**src/rtl/mdu_ctrl.sv**
```systemverilog
// mdu_ctrl -- EX-stage multiply/accumulate controller.
//
// Owns the architectural HI/LO pair and sequences an external multi-cycle
// signed multiplier. Unsigned variants are produced from the signed product
// by adding a high-half correction; accumulate/subtract is folded in when the
// result is retired.
//
// Ports:
//   clk, rst            clock, asynchronous active-low reset
//   req_valid/op/a/b    EX-stage request (op: 1 MULT 2 MULTU 3 MADD 4 MADDU
//                       5 MSUB 6 MSUBU 7 LOAD HI<=a LO<=b, 0 none)
//   flush               synchronous kill of the in-flight op
//   stall               hold the EX stage
//   done                one-cycle pulse on the cycle HI/LO are written
//   hi, lo              architectural HI/LO
//   mul_en/ready/flush  multiplier control
//   mul_a, mul_b        latched operands, stable for the whole op
//   mul_busy, mul_out   multiplier status and signed 64-bit product
//
// state  | meaning
// IDLE   | no op in flight; accepts multiply ops, executes LOAD directly
// START  | multiplier captures operands at the end of this cycle
// WAIT   | multiplier running, leave on the first cycle mul_busy is low
// FIN    | product valid; HI/LO written at the end of this cycle
module mdu_ctrl #(
    parameter logic [63:0] HILO_RST = 64'h0
) (
    input  logic        clk,
    input  logic        rst,
    input  logic        req_valid,
    input  logic [2:0]  req_op,
    input  logic [31:0] req_a,
    input  logic [31:0] req_b,
    input  logic        flush,
    output logic        stall,
    output logic        done,
    output logic [31:0] hi,
    output logic [31:0] lo,
    output logic        mul_en,
    output logic        mul_ready,
    output logic        mul_flush,
    output logic [31:0] mul_a,
    output logic [31:0] mul_b,
    input  logic        mul_busy,
    input  logic [63:0] mul_out
);

    typedef enum logic [1:0] {
        S_IDLE  = 2'd0,
        S_START = 2'd1,
        S_WAIT  = 2'd2,
        S_FIN   = 2'd3
    } state_t;

    state_t      state_q, state_d;
    logic [31:0] opa_q, opa_d;
    logic [31:0] opb_q, opb_d;
    logic [2:0]  op_q, op_d;
    logic [63:0] hilo_q, hilo_d;

    logic        req_mul, req_load, accept;
    logic        op_unsigned;
    logic [31:0] corr_hi;
    logic [63:0] prod, result;

    assign req_mul  = req_valid && (req_op != 3'b000) && (req_op != 3'b111);
    assign req_load = req_valid && (req_op == 3'b111);
    assign accept   = (state_q == S_IDLE) && req_mul && !flush;

    // State and datapath registers
    always_ff @(posedge clk or negedge rst) begin
        if (!rst) begin
            state_q <= S_IDLE;
            opa_q   <= 32'h0;
            opb_q   <= 32'h0;
            op_q    <= 3'b000;
            hilo_q  <= HILO_RST;
        end else begin
            state_q <= state_d;
            opa_q   <= opa_d;
            opb_q   <= opb_d;
            op_q    <= op_d;
            hilo_q  <= hilo_d;
        end
    end

    // Next state
    always_comb begin
        state_d = state_q;
        if (flush) begin
            state_d = S_IDLE;
        end else begin
            case (state_q)
                S_IDLE:  if (req_mul) state_d = S_START;
                S_START: state_d = S_WAIT;
                S_WAIT:  if (!mul_busy) state_d = S_FIN;
                S_FIN:   state_d = S_IDLE;
                default: state_d = S_IDLE;
            endcase
        end
    end

    // Result path. The multiplier is signed only; reading an operand as
    // unsigned adds 2^32 * (other operand) when its sign bit is set, and only
    // the low 32 bits of that sum survive the shift into the high half.
    always_comb begin
        op_unsigned = (op_q == 3'b010) || (op_q == 3'b100) || (op_q == 3'b110);
        corr_hi     = ({32{opa_q[31]}} & opb_q) + ({32{opb_q[31]}} & opa_q);
        prod        = op_unsigned ? (mul_out + {corr_hi, 32'h0}) : mul_out;
        case (op_q)
            3'b001, 3'b010: result = prod;
            3'b011, 3'b100: result = hilo_q + prod;
            3'b101, 3'b110: result = hilo_q - prod;
            default:        result = hilo_q;
        endcase
    end

    always_comb begin
        opa_d  = opa_q;
        opb_d  = opb_q;
        op_d   = op_q;
        hilo_d = hilo_q;
        if (accept) begin
            opa_d = req_a;
            opb_d = req_b;
            op_d  = req_op;
        end
        if (!flush) begin
            if (state_q == S_IDLE && req_load) begin
                hilo_d = {req_a, req_b};
            end else if (state_q == S_FIN) begin
                hilo_d = result;
            end
        end
    end

    // Outputs
    always_comb begin
        stall     = 1'b0;
        done      = 1'b0;
        mul_en    = 1'b0;
        mul_ready = 1'b1;
        case (state_q)
            S_IDLE: begin
                stall = req_mul;
                done  = req_load && !flush;
            end
            S_START: begin
                stall     = 1'b1;
                mul_en    = 1'b1;
                mul_ready = 1'b0;
            end
            S_WAIT:  stall = 1'b1;
            S_FIN:   done  = !flush;
            default: ;
        endcase
    end

    assign mul_flush = flush;
    assign mul_a     = opa_q;
    assign mul_b     = opb_q;
    assign hi        = hilo_q[63:32];
    assign lo        = hilo_q[31:0];

endmodule

```
**config.mk**
```make
export PLATFORM = sky130hd
export DESIGN_NAME = mdu_ctrl
export DESIGN_NICKNAME = d
export VERILOG_FILES = /design/src/rtl/mdu_ctrl.sv
export SDC_FILE = /design/constraint.sdc
export NUM_CORES = 1
export LEC_CHECK = 0
export CELL_PAD_IN_SITES_DETAIL_PLACEMENT = 0
export CELL_PAD_IN_SITES_GLOBAL_PLACEMENT = 1
export CORE_MARGIN = 1
export CORE_UTILIZATION = 43
export DETAILED_ROUTE_END_ITERATION = 6
export MAX_ROUTING_LAYER = met4
export PLACE_DENSITY = 0.92
export SLEW_MARGIN = 20
export SYNTH_ARGS = -nofsm -noshare
export SYNTH_HDL_FRONTEND = slang
export SYNTH_SLANG_ARGS = --single-unit
```
**constraint.sdc**
```tcl
create_clock -name clk -period 11.6 [get_ports clk]
set_input_delay 1.74 -clock clk [delete_from_list [all_inputs] [get_ports clk]]
set_output_delay 1.74 -clock clk [all_outputs]
set_load 0.01 [all_outputs]
```
==> results.py, run 1 <==
metrics = {
    "global_routing": {
        "grt_max_degree": 104,
        "grt_overflow": 0,
        "grt_pass1_wl_um": 88900,
        "grt_use_total_pct": 33.8,
        "grt_pass1_vias": 15056,
        "grt_antenna_before_repair": 0,
    },
    "synth": {
        "yosysWarnings": 0,
        "synth_nets": 2186,
        "synth_cell_type_count": 89,
        "syn_inst": 1913,
        "yosys.area.top_type": "dfrtp_1",
        "async_flop_share_pct": 100,
        "synthesis.area_sq_um": 15100,
        "synth_top_area_share_pct": 22.1,
        "ys_ff_latch": 133,
        "synth.avg_cell_area_sq_um": 7.87,
        "synth_ff_type": "dfrtp_1",
        "synth.top_cells.by_area": "dfrtp_1 22%, ha_1 11%, a21oi_1 6.0%",
        "synth_edf_count": 0,
        "ys_top_cells_by_count": "194 x nand2_1, 182 x a21oi_1, 171 x o21ai_0, 134 x ha_1, 133 x dfrtp_1",
        "ys_seq_area_share_pct": 22.1,
        "synth_most_common_cell": "nand2_1",
    },
    "hold_path": {
        "min-delay-start": "hilo_q[28]",
        "hp-class": "reg -> reg",
    },
    "clocking": {
        "h-tree-depth": 4,
        "cts_setup_buffers": 0,
        "clock-root-buffer": "clkbuf_16",
        "cts_buffers": 17,
        "path_clk_slew_ns": 0.07,
        "cts_tree": "built",
        "cts_sinks": 133,
        "cts_hold_buffers": 0,
        "cts_buffer_depth": 2,
        "cts_resized": 0,
        "insertion_delay_ns": 0.47,
    },
    "detailed_routing": {
        "vias": 15519,
        "vias_per_cell": 6.03,
        "drtIter0Drc": 1167,
        "dr.pass1.iters": 5,
        "routed_wl_um": 58500,
        "post_drt_wl_per_cell_um": 22.7,
        "ant_nets": 0,
        "drcViolationCount": 0,
    },
    "setup_path": {
        "crit_start": "mul_a[31]",
        "crit_type": "reg -> reg",
        "end_kind": "flip-flop",
        "critPathRequiredTime_ns": 11.93,
        "startpoint_type": "flip-flop",
        "worstPathMaxFanout": 33,
        "r2r_start": "mul_a[31]",
        "critical_path.slowest_cell": "dfrtp_1",
        "r2r_setup_slack_ns": 2.77,
        "crit_family": "compound AO/OA/AOI/OAI gates",
        "critical_path_arrival_ns": 9.17,
        "worst_path_largest_cell_delay_ns": 0.74,
        "cp_num_buf_inv": 1,
    },
    "floorplanning": {
        "die_height_um": 189,
        "io_pins": 269,
        "core_sq_um": 34500,
        "die-area_sq_um": 35800,
        "initial_core_util_pct": 43.7,
        "die_w_um": 189,
        "row_count": 68,
    },
    "cells_and_area": {
        "final_layout_size_suffix_gt1_share_pct": 7.70,
        "area_delta_synth_final_pct": 23.5,
        "diodes": 0,
        "nets": 2378,
        "final_area_sq_um": 18600,
    },
    "timing": {
        "fmax_mhz": 113,
        "fin_skew_ns": 0.0140,
        "worst_pin_slew_ns": 1.15,
        "period_share_pct": 76.2,
        "hold_slack_ns": 0.520,
        "maxSlewViolCount": 0,
        "fin_setup_tns_ns": 0,
        "finalCriticalPeriod_ns": 8.83,
        "rsz0062_at_grt": "false",
        "relSlewSlack_pct": 22.3,
        "final_hold_viol_count": 0,
        "setup_viol": 0,
    },
    "place": {
        "io_buffer_count": 268,
        "placedInstanceArea_sq_um": 18000,
        "dpl.hpwl_um": 46200,
        "place.gp.congestion": 0.996,
    },
    "status": {
        "status": "finished clean",
    },
    "flow_run": {
        "drv_cap": 0,
    },
}
[layout make-up]
class / count / area, sq um
Fill cell: 3270 / 15900
Multi-Input combinational cell: 1630 / 11200
Sequential cell: 133 / 3330
Timing Repair Buffer: 279 / 2770
Tap cell: 455 / 569
Clock buffer: 17 / 425
Inverter: 44 / 165
Clock inverter: 15 / 161
[per-stage QoR]
stage	util, %	instances	setup WS [ns]
final	54.0	2573	2.77
after global routing	54.0	2573	2.02
after CTS	54.0	2573	2.95
after detailed placement	52.3	2541	3.09
after global placement	52.3	2541	3.21
after floorplan	-	1913	4.28
[placed cells by master, fill, tap and decap left out, types with 6 or more instances in the layout]
| master | netlist | routed |
|---|---|---|
| and2_1 | 67 | 67 |
| mux2i_1 | 14 | 14 |
| nor2b_1 | 14 | 14 |
| or3_1 | 17 | 16 |
| o21a_1 | 12 | 12 |
| a211oi_1 | 35 | 35 |
| inv_6 | 0 | 7 |
| and3_1 | 15 | 14 |
| o22ai_1 | 6 | 6 |
| clkdlybuf4s50_1 | 0 | 267 |
| o41ai_1 | 6 | 6 |
| nand4_1 | 26 | 26 |
| inv_1 | 44 | 44 |
| nor2_1 | 131 | 130 |
| nor4_1 | 9 | 9 |
| o31ai_1 | 21 | 21 |
| nand2b_1 | 13 | 13 |
| xor2_1 | 74 | 73 |
| xnor2_1 | 95 | 94 |
| dfrtp_1 | 133 | 133 |
| mux2_2 | 67 | 67 |
| nand2_1 | 194 | 194 |
| o21ai_1 | 9 | 9 |
| a21o_1 | 71 | 70 |
| nand3_1 | 37 | 36 |
| clkbuf_16 | 0 | 17 |
| o21ai_0 | 171 | 171 |
| or2_2 | 9 | 9 |
| a21oi_1 | 182 | 182 |
| o21bai_1 | 21 | 21 |
| o211ai_1 | 29 | 29 |
| nor3_1 | 30 | 30 |
| ha_1 | 134 | 134 |
| a31oi_1 | 21 | 21 |
| buf_4 | 5 | 11 |
[layer usage]
layer	track usage, %	share of wire, %	up-vias
met5	-	0	-
met4	12.8	3.6	0
met3	5.91	7.2	111
met2	55.9	48	669
met1	40.8	42	7401
li1	-	-	7338
[flip-flops by register name, summed over array words and instances, names as in the netlist]
register,cells
hilo_q,64
mul_a,32
mul_b,32
op_q,3
state_q,2
[worst reg2reg max path, delay by kind of cell, from the launching register on]
kind / cells / cell delay, ns
buf+inv: 1 / 0.05
simple gates: 11 / 2.31
xor+xnor: 4 / 0.61
compound gates: 17 / 3.59
fa+ha+maj: 4 / 1.40
flops: 1 / 0.74
[path summary, 6_finish.rpt]
path | cells after the start | endpoint
worst max-delay path | 37 | hilo_q[63]
worst min-delay path | 2 | hilo_q[28]
worst max register to register | 37 | hilo_q[63]
worst min register to register | 2 | hilo_q[28]
max in group asynchronous | 2 | mul_b[7]
min in group asynchronous | 1 | mul_a[17]
[kinds of logic after synthesis]
| kind of cell | after synthesis | share of synthesized area, % |
|---|---|---|
| compound gates | 642 | 26.7 |
| xor+xnor | 170 | 9.94 |
| fa+ha+maj | 137 | 11.5 |
| buf+inv | 150 | 3.94 |
| flops | 133 | 22.1 |
| mux | 81 | 5.94 |
| simple gates | 600 | 19.8 |
Power of run 1 is not shown: default switching activity piles up to over one toggle a cycle in this logic, so the estimate is an artifact.
==> run 2: changes to the inputs <==
CORE_UTILIZATION = 36   (was 43)
PLACE_DENSITY = 0.82   (was 0.92)
clock period = 7.9 ns   (was 11.6 ns; I/O delays follow)
==> run 2 against run 1 <==
The flow now finishes with violations (DRC). Worst setup slack got worse by 2.4 ns. Fmax increased by 18%. Core utilization decreased by 7.2 points. Sequential share of layout area decreased by 0.56 points. Cell count increased by 5.3%. Critical path type unchanged.
==> results.py, run 2 (same netlist as run 1, synthesis figures left out) <==
metrics = {
    "global_routing": {
        "met2_usage_pct": 49.3,
        "grt_pass1_vias": 15432,
        "grt_pass1_wl_um": 91500,
        "grt_use_total_pct": 29.5,
        "grt_util_met3_pct": 5.53,
        "grt_antenna_before_repair": 12,
        "grt_max_degree": 104,
        "grt_overflow": 0,
        "grt-busiest-layer": "met2",
        "met1_usage_pct": 35.4,
    },
    "timing": {
        "fin_ws_ns": 0.388,
        "relSlewSlack_pct": 33.3,
        "period_share_pct": 95.1,
        "setup_viol": 0,
        "final_hold_viol_count": 0,
        "maxSlewViolCount": 0,
        "fin_skew_ns": 0.0158,
        "finalCriticalPeriod_ns": 7.51,
        "fmax_mhz": 133,
        "worst_pin_slew_ns": 1.00,
    },
    "setup_path": {
        "cp_common_cell": "buf_4",
        "worst_path_largest_cell_delay_ns": 0.41,
        "r2r_end": "hilo_q[63]",
        "end_kind": "flip-flop",
        "crit_start": "mul_b[31]",
        "critical_path_arrival_ns": 7.84,
        "r2r_start": "mul_b[31]",
        "critical_path.slowest_cell": "o221ai_1",
        "r2r_setup_slack_ns": 0.39,
        "startpoint_type": "flip-flop",
        "reg2regPathDepth": 36,
        "crit_type": "reg -> reg",
        "critPathRequiredTime_ns": 8.23,
        "worstPathMaxFanout": 22,
    },
    "floorplanning": {
        "initial_core_util_pct": 36.7,
        "io_pins": 269,
        "core_sq_um": 41000,
        "row_count": 74,
        "die-area_sq_um": 42600,
        "die_height_um": 207,
        "die_w_um": 207,
    },
    "cells_and_area": {
        "multi_input_area_sq_um": 11300,
        "final_cells": 2710,
        "largest_reg_flops": 64,
        "top_register": "hilo_q",
        "final_area_sq_um": 19200,
        "area_delta_synth_final_pct": 27.5,
        "nets": 2426,
        "num-fill-cells": 4064,
        "final_cell_mix": "267 x clkdlybuf4s50_1, 194 x nand2_1, 179 x a21oi_1",
        "final_util_pct": 46.8,
        "regArea_sq_um": 3330,
        "final_layout_size_suffix_gt1_share_pct": 10.4,
        "final_common_cell": "clkdlybuf4s50_1",
    },
    "detailed_routing": {
        "routed_wl_um": 61200,
        "post_drt_wl_per_cell_um": 22.6,
        "drtIter0Drc": 1118,
        "drcViolationCount": 20,
        "vias_per_cell": 5.85,
        "ant_nets": 0,
        "dr.pass1.iters": 7,
        "vias": 15844,
    },
    "place": {
        "place_ws_ns": 0.144,
        "io_buffer_count": 268,
        "place_inst": 2666,
        "dpl.hpwl_um": 48800,
        "place.gp.congestion": 0.993,
        "placedInstanceArea_sq_um": 18500,
    },
    "clocking": {
        "cts_sinks": 133,
        "insertion_delay_ns": 0.46,
        "clock-root-buffer": "clkbuf_16",
        "cts_resized": 0,
        "cts_setup_buffers": 0,
        "path_clk_slew_ns": 0.07,
        "cts_hold_buffers": 0,
        "h-tree-depth": 4,
        "cts_buffers": 17,
        "cts_tree": "built",
        "cts_buffer_depth": 2,
    },
    "flow_run": {
        "drv_cap": 0,
    },
    "status": {
        "status": "finished with violations",
        "violations": "DRC",
    },
    "hold_path": {
        "min-delay-start": "hilo_q[47]",
        "holdPathStages": 2,
        "holdPathEnd": "hilo_q[47]",
        "hp-class": "reg -> reg",
    },
}
-- run 2: cell count changes in the layout (fill, tap and decap cells not counted), sizes merged --
cell,before,now
buf,12,60
diode,0,12
clkbuf,17,18
inv,54,52
clkinv,2,3
-- run 2: metal layers --
metal,up-vias,part of all wire [%]
met5,-,0
met1,7654,41
li1,7436,-
met4,0,3.2
met2,660,48
met3,94,7.6
-- run 2: final cells by class --
| type | instances | share of cell area [%] |
|---|---|---|
| Multi-Input combinational cell | 1630 | 58.8 |
| Tap cell | 532 | 3.47 |
| Antenna cell | 12 | 0.156 |
| Timing Repair Buffer | 327 | 16.3 |
| Clock buffer | 18 | 2.29 |
| Inverter | 44 | 0.860 |
| Clock inverter | 14 | 0.841 |
| Sequential cell | 133 | 17.3 |
-- run 2: worst max-delay path, delay by kind of cell, from the launching register on --
kind	cells	cell delay, ns
buf+inv	4	0.65
compound gates	15	3.12
fa+ha+maj	3	0.95
simple gates	11	1.81
flops	1	0.38
xor+xnor	3	0.46
-- run 2: stage by stage --
step | hold slack (ns) | setup TNS, ns
2_1_floorplan | 0.539 | 0
3_3_place_gp | 0.506 | 0
3_5_place_dp | 0.518 | 0
4_1_cts | 0.533 | 0
5_1_grt | 0.550 | -0.0778
6_report | 0.531 | 0
-- run 2: worst max path at each step --
stage	endpoint	cells after the start	slack (ns)
after floorplan	hilo_q[63]	43	0.58
after global placement	hilo_q[63]	38	0.30
after detailed placement	hilo_q[63]	37	0.14
after CTS	hilo_q[63]	37	0.1
after global routing	hilo_q[63]	38	-0.05
final	hilo_q[63]	36	0.39
Power of run 2 is left out for the same reason.
==> run 3: changes to the inputs <==
CORE_UTILIZATION = 43   (was 36)
PLACE_DENSITY = 0.92   (was 0.82)
SLEW_MARGIN = unset   (was 20)
clock period = 8.8 ns   (was 7.9 ns; I/O delays follow)
==> run 3 against run 2 <==
The run now ends clean. Critical path depth fell by 1. Flip-flop and latch count did not move. Core utilization rose by 7.4 points. Die area fell by 16%. Non-clock buffer count fell by 44. Fmax fell by 6.3%. Wire length fell by 4.6%. Via count fell by 1.5%. Register-to-register slack improved by 0.40 ns.
==> results.py, run 3 (same netlist as run 1, synthesis figures left out) <==
metrics = {
    "detailed_routing": {
        "routed_wl_um": 58400,
        "drcViolationCount": 0,
        "ant_nets": 0,
        "vias_per_cell": 6.04,
        "vias": 15605,
        "drtIter0Drc": 1021,
        "dr.pass1.iters": 5,
        "post_drt_wl_per_cell_um": 22.6,
    },
    "setup_path": {
        "worst_path_largest_cell_delay_ns": 0.48,
        "end_kind": "flip-flop",
        "cp_num_buf_inv": 2,
        "cp_common_cell": "a21oi_1",
        "critical_path_arrival_ns": 8.33,
        "critical_path.slowest_cell": "a31oi_1",
        "crit_family": "compound AO/OA/AOI/OAI gates",
        "worstPathMaxFanout": 22,
        "critPathRequiredTime_ns": 9.12,
        "crit_type": "reg -> reg",
        "startpoint_type": "flip-flop",
    },
    "timing": {
        "rsz0062_at_grt": "false",
        "setup_viol": 0,
        "fin_skew_ns": 0.0146,
        "finalCriticalPeriod_ns": 8.02,
        "fmax_mhz": 125,
        "relSlewSlack_pct": 33.0,
        "maxSlewViolCount": 0,
        "fin_setup_tns_ns": 0,
        "final_hold_viol_count": 0,
        "worst_pin_slew_ns": 1.00,
        "period_share_pct": 91.1,
    },
    "global_routing": {
        "grt_pass1_vias": 15247,
        "grt_pass1_wl_um": 87600,
        "grt_antenna_before_repair": 7,
        "grt_use_total_pct": 33.4,
        "grt_overflow": 0,
        "grt_max_degree": 76,
    },
    "status": {
        "status": "finished clean",
    },
    "cells_and_area": {
        "top_register": "hilo_q",
        "final_cell_mix": "267 x clkdlybuf4s50_1, 194 x nand2_1, 182 x a21oi_1",
        "final_common_cell": "clkdlybuf4s50_1",
        "final_layout_size_suffix_gt1_share_pct": 8.15,
        "nets": 2382,
        "area_delta_synth_final_pct": 24.0,
        "largest_reg_flops": 64,
    },
    "clocking": {
        "cts_sinks": 133,
        "cts_hold_buffers": 0,
        "cts_buffers": 17,
        "clock-root-buffer": "clkbuf_16",
        "insertion_delay_ns": 0.45,
        "cts_tree": "built",
        "h-tree-depth": 4,
        "path_clk_slew_ns": 0.07,
        "cts_buffer_depth": 2,
        "cts_setup_buffers": 0,
    },
    "floorplanning": {
        "die-area_sq_um": 35800,
        "initial_core_util_pct": 43.7,
        "die_height_um": 189,
        "io_pins": 269,
        "row_count": 68,
        "core_sq_um": 34500,
        "die_w_um": 189,
    },
    "flow_run": {
        "drv_cap": 0,
    },
    "place": {
        "io_buffer_count": 268,
        "dpl.hpwl_um": 46600,
        "place.gp.congestion": 0.973,
    },
    "hold_path": {
        "hp-class": "reg -> reg",
    },
}
[run 3: routing by layer]
layer	wire (um)	vias up	global-route usage (%)
met5	0	-	-
met4	3080	0	18.0
met3	4810	139	6.67
met2	27100	738	54.3
met1	23500	7369	38.7
li1	-	7359	-
[run 3: worst paths after layout]
| path | start | endpoint | slack, ns | cells after the start |
|---|---|---|---|---|
| setup / recovery | mul_b[31] | hilo_q[63] | 0.78 | 35 |
| hold / removal | hilo_q[27] | hilo_q[27] | 0.52 | 2 |
| setup reg to reg | mul_b[31] | hilo_q[63] | 0.78 | 35 |
| hold reg to reg | hilo_q[27] | hilo_q[27] | 0.52 | 2 |
| max in group asynchronous | rst | mul_a[31] | 6.39 | 2 |
| min in group asynchronous | rst | mul_a[17] | 0.87 | 1 |
[run 3: repair_timing]
item / in CTS / in global routing
endpoints found under the hold margin: 0 / 0
gates resized for setup: 0 / 10
endpoints found under the setup margin: 0 / 5
[run 3: worst reg2reg max path: cells and delay by family (launching register included)]
family / cells / cell delay [ns]
fa+ha+maj: 3 / 1.01
simple gates: 10 / 1.86
flops: 1 / 0.47
buf+inv: 2 / 0.25
xor+xnor: 4 / 0.60
compound gates: 16 / 3.71
[run 3: cell type report]
cell class	instances	area, sq um
sequential	133	3330
clock inverter	15	163
tap	455	569
multi-input combinational	1630	11200
inverter	44	165
fill	3268	15800
timing repair buffer	283	2800
antenna	7	17.5
clock buffer	17	425
[run 3: stage by stage]
| stage | instances | util [%] | hold WS, ns | cell area (sq um) | setup WS [ns] |
|---|---|---|---|---|---|
| 2_1_floorplan | 1913 | - | 0.539 | 15100 | 1.48 |
| 3_3_place_gp | 2545 | 52.3 | 0.500 | 18000 | 0.666 |
| 3_5_place_dp | 2545 | 52.3 | 0.508 | 18000 | 0.480 |
| 4_1_cts | 2577 | 54.1 | 0.525 | 18600 | 0.438 |
| 5_1_grt | 2584 | 54.2 | 0.549 | 18700 | 0.0944 |
| 6_report | 2584 | 54.2 | 0.519 | 18700 | 0.785 |
Power of run 3 is left out for the same reason.
